===== config.mk =====
export PLATFORM = sky130hd
export DESIGN_NAME = muldiv_unit
export DESIGN_NICKNAME = d
export VERILOG_FILES = /design/src/rtl/muldiv_unit.sv
export SDC_FILE = /design/constraint.sdc
export NUM_CORES = 1
export LEC_CHECK = 0
export ABC_AREA = 1
export BUFFER_PORTS_ARGS = -buffer_cell sky130_fd_sc_hd__buf_2
export CAP_MARGIN = 40
export CORE_ASPECT_RATIO = 0.9
export CORE_MARGIN = 2
export CORE_UTILIZATION = 30
export DETAILED_ROUTE_END_ITERATION = 12
export GPL_TIMING_DRIVEN = 0
export PLACE_DENSITY_LB_ADDON = 0.2
export SYNTH_ARGS = -nofsm -noshare
export SYNTH_HDL_FRONTEND = slang
export SYNTH_SLANG_ARGS = --single-unit

===== constraint.sdc =====
create_clock -name clk -period 20.4 [get_ports clk]
set_input_delay 5.1 -clock clk [delete_from_list [all_inputs] [get_ports clk]]
set_output_delay 5.1 -clock clk [all_outputs]
set_load 0.03 [all_outputs]

===== src/rtl/muldiv_unit.sv =====
// Multi-cycle integer multiply/divide unit owning the HI/LO pair.
// Radix-2 shift-add multiply and restoring divide, one bit per cycle, with a sign-fix cycle.
module muldiv_unit #(
    parameter int unsigned WIDTH = 32
) (
    input  logic             clk,
    input  logic             rst,
    input  logic             start,
    input  logic [2:0]       op,
    input  logic [WIDTH-1:0] a,
    input  logic [WIDTH-1:0] b,
    input  logic             abort,
    output logic             busy,
    output logic             done,
    output logic [WIDTH-1:0] hi,
    output logic [WIDTH-1:0] lo
);
    localparam int unsigned CNT_W = $clog2(WIDTH) + 1;
    localparam int unsigned W2    = 2 * WIDTH;

    localparam logic [2:0] OpMultu = 3'b000;
    localparam logic [2:0] OpMult  = 3'b001;
    localparam logic [2:0] OpDivu  = 3'b010;
    localparam logic [2:0] OpDiv   = 3'b011;
    localparam logic [2:0] OpMthi  = 3'b100;
    localparam logic [2:0] OpMtlo  = 3'b101;

    typedef enum logic [1:0] {StIdle, StRun, StFix} state_e;

    state_e             state_q, state_d;
    logic [CNT_W-1:0]   cnt_q, cnt_d;
    logic [W2-1:0]      acc_q, acc_d;     // mult: {partial, multiplier}; div: quotient in low half
    logic [WIDTH:0]     rem_q, rem_d;
    logic [WIDTH-1:0]   opb_q, opb_d;     // multiplicand or divisor magnitude
    logic               is_div_q, is_div_d;
    logic               sgn_q, sgn_d;
    logic               neg_lo_q, neg_lo_d;
    logic               neg_hi_q, neg_hi_d;
    logic               div0_q, div0_d;
    logic [WIDTH-1:0]   hi_q, hi_d;
    logic [WIDTH-1:0]   lo_q, lo_d;
    logic               done_q, done_d;

    function automatic logic [WIDTH-1:0] neg_w(input logic [WIDTH-1:0] x);
        return ~x + WIDTH'(1);
    endfunction

    function automatic logic [W2-1:0] neg_w2(input logic [W2-1:0] x);
        return ~x + W2'(1);
    endfunction

    logic             op_signed;
    logic [WIDTH-1:0] abs_a, abs_b;
    assign op_signed = op[0];
    assign abs_a = (op_signed && a[WIDTH-1]) ? neg_w(a) : a;
    assign abs_b = (op_signed && b[WIDTH-1]) ? neg_w(b) : b;

    // One multiply step: conditionally add multiplicand to the upper half, then shift right.
    logic [WIDTH:0] mul_sum;
    assign mul_sum = {1'b0, acc_q[W2-1:WIDTH]} + (acc_q[0] ? {1'b0, opb_q} : '0);

    // One restoring divide step; the trial is one bit wider so its MSB is the borrow.
    logic [WIDTH+1:0] div_shift, div_trial;
    assign div_shift = {rem_q, acc_q[WIDTH-1]};
    assign div_trial = div_shift - {2'b00, opb_q};

    logic [W2-1:0]    prod_fix;
    logic [WIDTH-1:0] quo_fix, rem_fix;
    assign prod_fix = neg_lo_q ? neg_w2(acc_q) : acc_q;
    assign quo_fix  = (div0_q && sgn_q) ? '1
                    : (neg_lo_q ? neg_w(acc_q[WIDTH-1:0]) : acc_q[WIDTH-1:0]);
    assign rem_fix  = neg_hi_q ? neg_w(rem_q[WIDTH-1:0]) : rem_q[WIDTH-1:0];

    always_comb begin
        state_d  = state_q;
        cnt_d    = cnt_q;
        acc_d    = acc_q;
        rem_d    = rem_q;
        opb_d    = opb_q;
        is_div_d = is_div_q;
        sgn_d    = sgn_q;
        neg_lo_d = neg_lo_q;
        neg_hi_d = neg_hi_q;
        div0_d   = div0_q;
        hi_d     = hi_q;
        lo_d     = lo_q;
        done_d   = 1'b0;

        unique case (state_q)
            StIdle: begin
                if (start && !abort) begin
                    case (op)
                        OpMultu, OpMult, OpDivu, OpDiv: begin
                            state_d  = StRun;
                            cnt_d    = '0;
                            is_div_d = op[1];
                            sgn_d    = op_signed;
                            neg_lo_d = op_signed && (a[WIDTH-1] ^ b[WIDTH-1]);
                            neg_hi_d = op[1] ? (op_signed && a[WIDTH-1])
                                             : (op_signed && (a[WIDTH-1] ^ b[WIDTH-1]));
                            div0_d   = (b == '0);
                            acc_d    = {{WIDTH{1'b0}}, abs_a};
                            rem_d    = '0;
                            opb_d    = abs_b;
                        end
                        OpMthi: begin
                            hi_d   = a;
                            done_d = 1'b1;
                        end
                        OpMtlo: begin
                            lo_d   = a;
                            done_d = 1'b1;
                        end
                        default: ;
                    endcase
                end
            end
            StRun: begin
                if (abort) begin
                    state_d = StIdle;
                    cnt_d   = '0;
                end else begin
                    if (is_div_q) begin
                        if (!div_trial[WIDTH+1]) begin
                            rem_d = div_trial[WIDTH:0];
                            acc_d = {acc_q[W2-1:WIDTH], acc_q[WIDTH-2:0], 1'b1};
                        end else begin
                            rem_d = div_shift[WIDTH:0];
                            acc_d = {acc_q[W2-1:WIDTH], acc_q[WIDTH-2:0], 1'b0};
                        end
                    end else begin
                        acc_d = {mul_sum, acc_q[WIDTH-1:1]};
                    end
                    cnt_d = cnt_q + CNT_W'(1);
                    if (cnt_q == CNT_W'(WIDTH - 1)) begin
                        state_d = StFix;
                    end
                end
            end
            StFix: begin
                state_d = StIdle;
                cnt_d   = '0;
                if (!abort) begin
                    if (is_div_q) begin
                        hi_d = rem_fix;
                        lo_d = quo_fix;
                    end else begin
                        hi_d = prod_fix[W2-1:WIDTH];
                        lo_d = prod_fix[WIDTH-1:0];
                    end
                    done_d = 1'b1;
                end
            end
            default: state_d = StIdle;
        endcase
    end

    always_ff @(posedge clk or posedge rst) begin
        if (rst) begin
            state_q  <= StIdle;
            cnt_q    <= '0;
            acc_q    <= '0;
            rem_q    <= '0;
            opb_q    <= '0;
            is_div_q <= 1'b0;
            sgn_q    <= 1'b0;
            neg_lo_q <= 1'b0;
            neg_hi_q <= 1'b0;
            div0_q   <= 1'b0;
            hi_q     <= '0;
            lo_q     <= '0;
            done_q   <= 1'b0;
        end else begin
            state_q  <= state_d;
            cnt_q    <= cnt_d;
            acc_q    <= acc_d;
            rem_q    <= rem_d;
            opb_q    <= opb_d;
            is_div_q <= is_div_d;
            sgn_q    <= sgn_d;
            neg_lo_q <= neg_lo_d;
            neg_hi_q <= neg_hi_d;
            div0_q   <= div0_d;
            hi_q     <= hi_d;
            lo_q     <= lo_d;
            done_q   <= done_d;
        end
    end

    assign busy = (state_q != StIdle);
    assign done = done_q;
    assign hi   = hi_q;
    assign lo   = lo_q;

endmodule

Word level (Yosys, flattened, before mapping):

Cells that the tools add are included.

* flip-flop bits (word level): 207
* input port bits: 71
* logic and storage cells: 111

* add/sub/neg operators: 8
* eq/ne operators: 17
* muxes and demuxes: 43
* bitwise gates (word level): 6
* reductions and logical operators: 23

Operator list (number)
* $mux 32: 14
* $mux 64: 5
* $mux 33: 5
* $add 32x1->32 const B: 4
* $not 32->32: 4
* $pmux 32 s2: 2
* $pmux 64 s2: 1
* $pmux 33 s2: 1
* $add 64x1->64 const B: 1
* $not 64->64: 1
* $sub 34x32->34: 1
* $add 32x32->33: 1
* $logic_not 32->1: 1
* $mux 6: 3
* $pmux 6 s3: 1
* $reduce_and 4->1: 3
* $ne 2x2->1 const B: 5
* $reduce_and 5->1: 2
* $reduce_and 3->1: 3
* $mux 2: 4
* $add 6x1->6 const B: 1
* $eq 3x2->1 const B: 2
* $eq 3x3->1 const B: 2
* $eq 6x5->1 const B: 1
* other kinds (17): 29

Depth between registers and ports, before layout:

* word-level depth: 7
* mapped depth: 19

Least setup slack after synthesis:

Ideal clock, no wire load.

* kind: input to register
* from: input b[0]
* to: register opb_q[20]
* library setup time: 0.131 ns
* data arrival time: 6.443 ns
* slack: 13.826 ns
* stages: 10
* path buffers: 0
* cell sequence: inv_1 ha_1 nand3_1 nor2_1 nand4_1 nor3_1 nand2_1 a21oi_1 nand3b_1 o21ai_0

* longest elaborated chain between the ends: 3

RTL lines
* from (decl): RTL line 11 `input logic [WIDTH-1:0] b,`
* $not 32->32: RTL line 45 `return ~x + WIDTH'(1);`
* $add 32x1->32: RTL line 45
* $mux 32: RTL line 56 `assign abs_b = (op_signed && b[WIDTH-1]) ? neg_w(b) : b;`
* to (signal assigned): RTL line 178 `opb_q <= opb_d;`
* to (decl): RTL line 34 `logic [WIDTH-1:0] opb_q, opb_d;`

Every way passes these cells.
A chain may end at the register's enable or synchronous reset.

Final worst setup path:

* from: input op[0]
* to: register acc_q[18]

* longest elaborated chain between the ends: 5
* elaborated cells on any way between the ends: 12
* classes of those cells: eq/ne (4); mux (4); reduce/logical (4)

RTL lines
* from (decl): RTL line 9 `input logic [2:0] op,`
* branches (longest 5 deep; another with $reduce_or 4->1)
* to (signal assigned): RTL line 162 `acc_q <= '0;`
* to (signal assigned): RTL line 176 `acc_q <= acc_d;`
* to (decl): RTL line 32 `logic [W2-1:0] acc_q, acc_d;`

Parallel ways; which one is timed is not known. The select of a mux whose other input is x is not followed.

==> metrics.md <==
| Metric | Value |
|---|---|
| Outcome | complete, no violations |
| Synth area leader | dfrtp_1 |
| Clk Latency, worst-skew pair | about 0.58 ns |
| Die X | between 200 and 300 µm |
| Ant diodes | 0 |
| First-pass GRT wire length | 126000 µm |
| Gate power share | 51.9% |
| Slew Limit Headroom | ~46% |
| Clk pwr share | between 20% and 30% |
| Crit start category | input port |
| Worst Clk Skew | roughly 0.022 ns |
| IO Pins | between 100 and 150 |
| Sequential Power Share | between 20% and 30% |
| Area contributors post-synth | dfrtp_1, nand2_1, nor2_1 |
| Cell variety after synth | 49 |
| Final hold violations | 0 |
| Initial drt markers | around 2400 |
| Switching share of power | between 50% and 60% |
| Seq/Total Area, Yosys | 27.4% |
| Most frequent cell after synthesis | nand2_1 |
| Synthesized netlist cell count | around 3100 |
| FF+latch area | 0.00518 mm² |
| Top-area cell type share of the netlist area | 27.4% |
| Full die area | 0.0651 mm² |
| Total power | around 2.6 mW |
| Worst slew pin tran | a little over 0.8 ns |
| Required @ worst endpoint | around 21 ns |
| Number of fill cells | ~7200 |
| CP arrival | roughly 7.4 ns |
| DRT Pass-1 Iters | 7 |
| Placement Rows | 87 |
| Setup-failing EPs final | 0 |
| Buffers added on ports | between 100 and 150 |
| Total Routing Usage GR | approximately 25% |
| Avg WL per Cell | around 20 µm |
| DRC | 0 |
| Antenna violations before repair | 1 |
| Lkg Pwr | 10.9 nW |
| Post-CTS sizing | 0 |
| WS Path Type | in -> reg |
| Clock transition at path regs | about 0.060 ns |
| Pins Over Slew Limit | 0 |
| Global route total overflow | 0 |
| Post-layout minimum cycle time | approximately 6.9 ns |
| Highest clock rate | approximately 140 MHz |
| Core ar. | 0.0625 mm² |
| Flops & latches, synth | 207 |
| Initial Utilization | between 30% and 40% |
| Ys async rst share | between 90% and 100% |
| Nets@finish | around 3400 |
| EDFF count, synth | 0 |
| CTS Hold Bufs | 0 |
| Crit Path Max Fanout | 10 |
| Vias per cell | approximately 5.2 |
| Vias | ~22000 |
| Final ANT Viol Nets | 0 |
| Postcts setup bufs | 0 |
| Post-Syn Area | around 0.019 mm² |
| Syn nets | between 3000 and 4000 |
| Gpl congestion | ~0.96 |
| Synth cell count leaders | nand2_1, nor2_1, inv_1 |
| Setup Total Neg Slack | 0 ns |
| Ys flop type | dfrtp_1 |
| Reg2reg setup slack | ~17 ns |
| Psw | 1.35 mW |
| CTS Sinks | slightly above 200 |
| Root Driver | clkbuf_16 |
| TritonCTS buffer count | 27 |
| RSZ-0062 raised after global routing | no |
| Area Growth Syn to Fin | 14.6% |
| Final wirelength | 84100 µm |
| DP HPWL | about 69000 µm |
| Clock tree buffer depth | 3 |
| Worst hold path type | reg -> reg |
| Hold Slack | 0.481 ns |
| Period utilisation layout | between 30 and 40% |
| CTS tree | yes |
| H-tree levels | 1 |
| Layout cells sized above 1 | roughly 8.3% |
| Largest net degree at the start of global routing | between 90 and 100 |
| Critical Path End Type | register |
| Chip height | 242 µm |
| Synth Warn # | 0 |
| Cell Pwr Density | roughly 120 mW/mm² |
| Syn_area_per_cell | ~6.0 µm² |
| Worst vdd ir | a little under 0.00007 V |
| Multi-input logic area | 0.0119 mm² |
| Internal Power | 1.27 mW |
| Max_cap viols | 0 |
| Vias in the first global route | 20400 |
## power by group through the flow
stage / registers [mW] / clock network [mW] / logic (mW)
finish: 0.725 / 0.531 / 1.36
global route: 0.738 / 0.554 / 1.49
CTS: 0.721 / 0.537 / 1.34
detailed placement: 0.726 / 0 / 1.33
global placement: 0.727 / 0 / 1.33
floorplan: 0.764 / 0 / 0.815
## cell usage in the layout (no fill, tap or decap), types with 5 or more instances in the layout
cell type | Yosys | final
a21o_1 | 8 | 8
a21oi_1 | 192 | 192
a221oi_1 | 31 | 31
a22oi_1 | 26 | 26
a31oi_1 | 13 | 13
buf_1 | 14 | 14
buf_2 | 26 | 162
clkbuf_1 | 54 | 56
clkbuf_16 | 0 | 27
clkbuf_8 | 0 | 8
dfrtp_1 | 207 | 207
ha_1 | 69 | 69
inv_1 | 358 | 357
inv_2 | 15 | 15
nand2_1 | 880 | 880
nand2_4 | 5 | 5
nand3_1 | 295 | 295
nand3b_1 | 16 | 16
nand4_1 | 20 | 20
nor2_1 | 480 | 480
nor2_2 | 14 | 14
nor2_4 | 6 | 6
nor3_1 | 40 | 40
nor4_1 | 7 | 7
o211ai_1 | 12 | 12
o21a_1 | 5 | 5
o21ai_0 | 191 | 191
o21ai_1 | 23 | 23
o21bai_1 | 8 | 8
o22ai_1 | 16 | 16
o31ai_1 | 13 | 13
or2_2 | 5 | 5
xnor2_1 | 23 | 23
xor2_1 | 26 | 26
## cell families after synthesis
kind of cell	Yosys count	synth area share (%)
flip-flops	207	27.4
AND/OR/NAND/NOR	1777	39.1
AO/OA/AOI/OAI	551	16.6
XOR/XNOR	49	2.27
adder cells (fa/ha/maj)	71	4.78
buffers and inverters	478	9.86
## flip-flops by register name, summed over array words and instances, names as in the netlist
signal	flops
opb_q	32
rem_q	33
cnt_q	6
state_q	2
lo	32
sgn_q	1
is_div_q	1
neg_hi_q	1
div0_q	1
acc_q	64
hi	32
done	1
neg_lo_q	1
## through the flow
| step | utilization, % | worst slack [ns] | instances | cell area, µm² |
|---|---|---|---|---|
| 3_3_place_gp | 33.0 | 6.45 | 4114 | 20600 |
| 3_5_place_dp | 33.1 | 12.96 | 4116 | 20700 |
| 5_1_grt | 34.7 | 13.40 | 4165 | 21700 |
| 4_1_cts | 34.7 | 13.55 | 4165 | 21700 |
| 2_1_floorplan | - | 9.65 | 3133 | 18900 |
| 6_report | 34.7 | 13.47 | 4165 | 21700 |
## layer usage
metal	part of all wire [%]	wire, µm	global-route usage (%)
met1	45	38300	36.3
met2	45	37900	40.5
met3	6.2	5230	2.26
met4	3.2	2700	7.61
met5	0	0	0
## critical path, stage by stage
cell and delay [ns]:
buf_2 0.26, nand2_1 0.17, clkinv_1 0.15, clkbuf_1 0.55, clkbuf_1 0.66, o21ai_0 0.20
nand2_1 0.16, a22oi_1 0.08
## path summary, 6_finish.rpt
kind | from | to | cells after the start
min in group asynchronous | rst | acc_q[40]$_DFFE_PP0P_ | 2
setup reg to reg | acc_q[0]$_DFFE_PP0P_ | acc_q[49]$_DFFE_PP0P_ | 19
setup / recovery | op[0] | acc_q[18]$_DFFE_PP0P_ | 8
hold / removal | lo[1]$_DFFE_PP0P_ | lo[1]$_DFFE_PP0P_ | 2
max in group asynchronous | rst | lo[9]$_DFFE_PP0P_ | 4
hold reg to reg | lo[1]$_DFFE_PP0P_ | lo[1]$_DFFE_PP0P_ | 2
## area by class of cell
class                      count  area share (%)
buffer                       101            2.07
clock buffer                  37            3.66
clock inverter                12           0.797
inverter                     377            6.56
multi-input combinational   2448            54.7
sequential                   207            23.9
tap                          845            4.88
timing repair buffer         138            3.39
(Power assumes the default switching activity.)
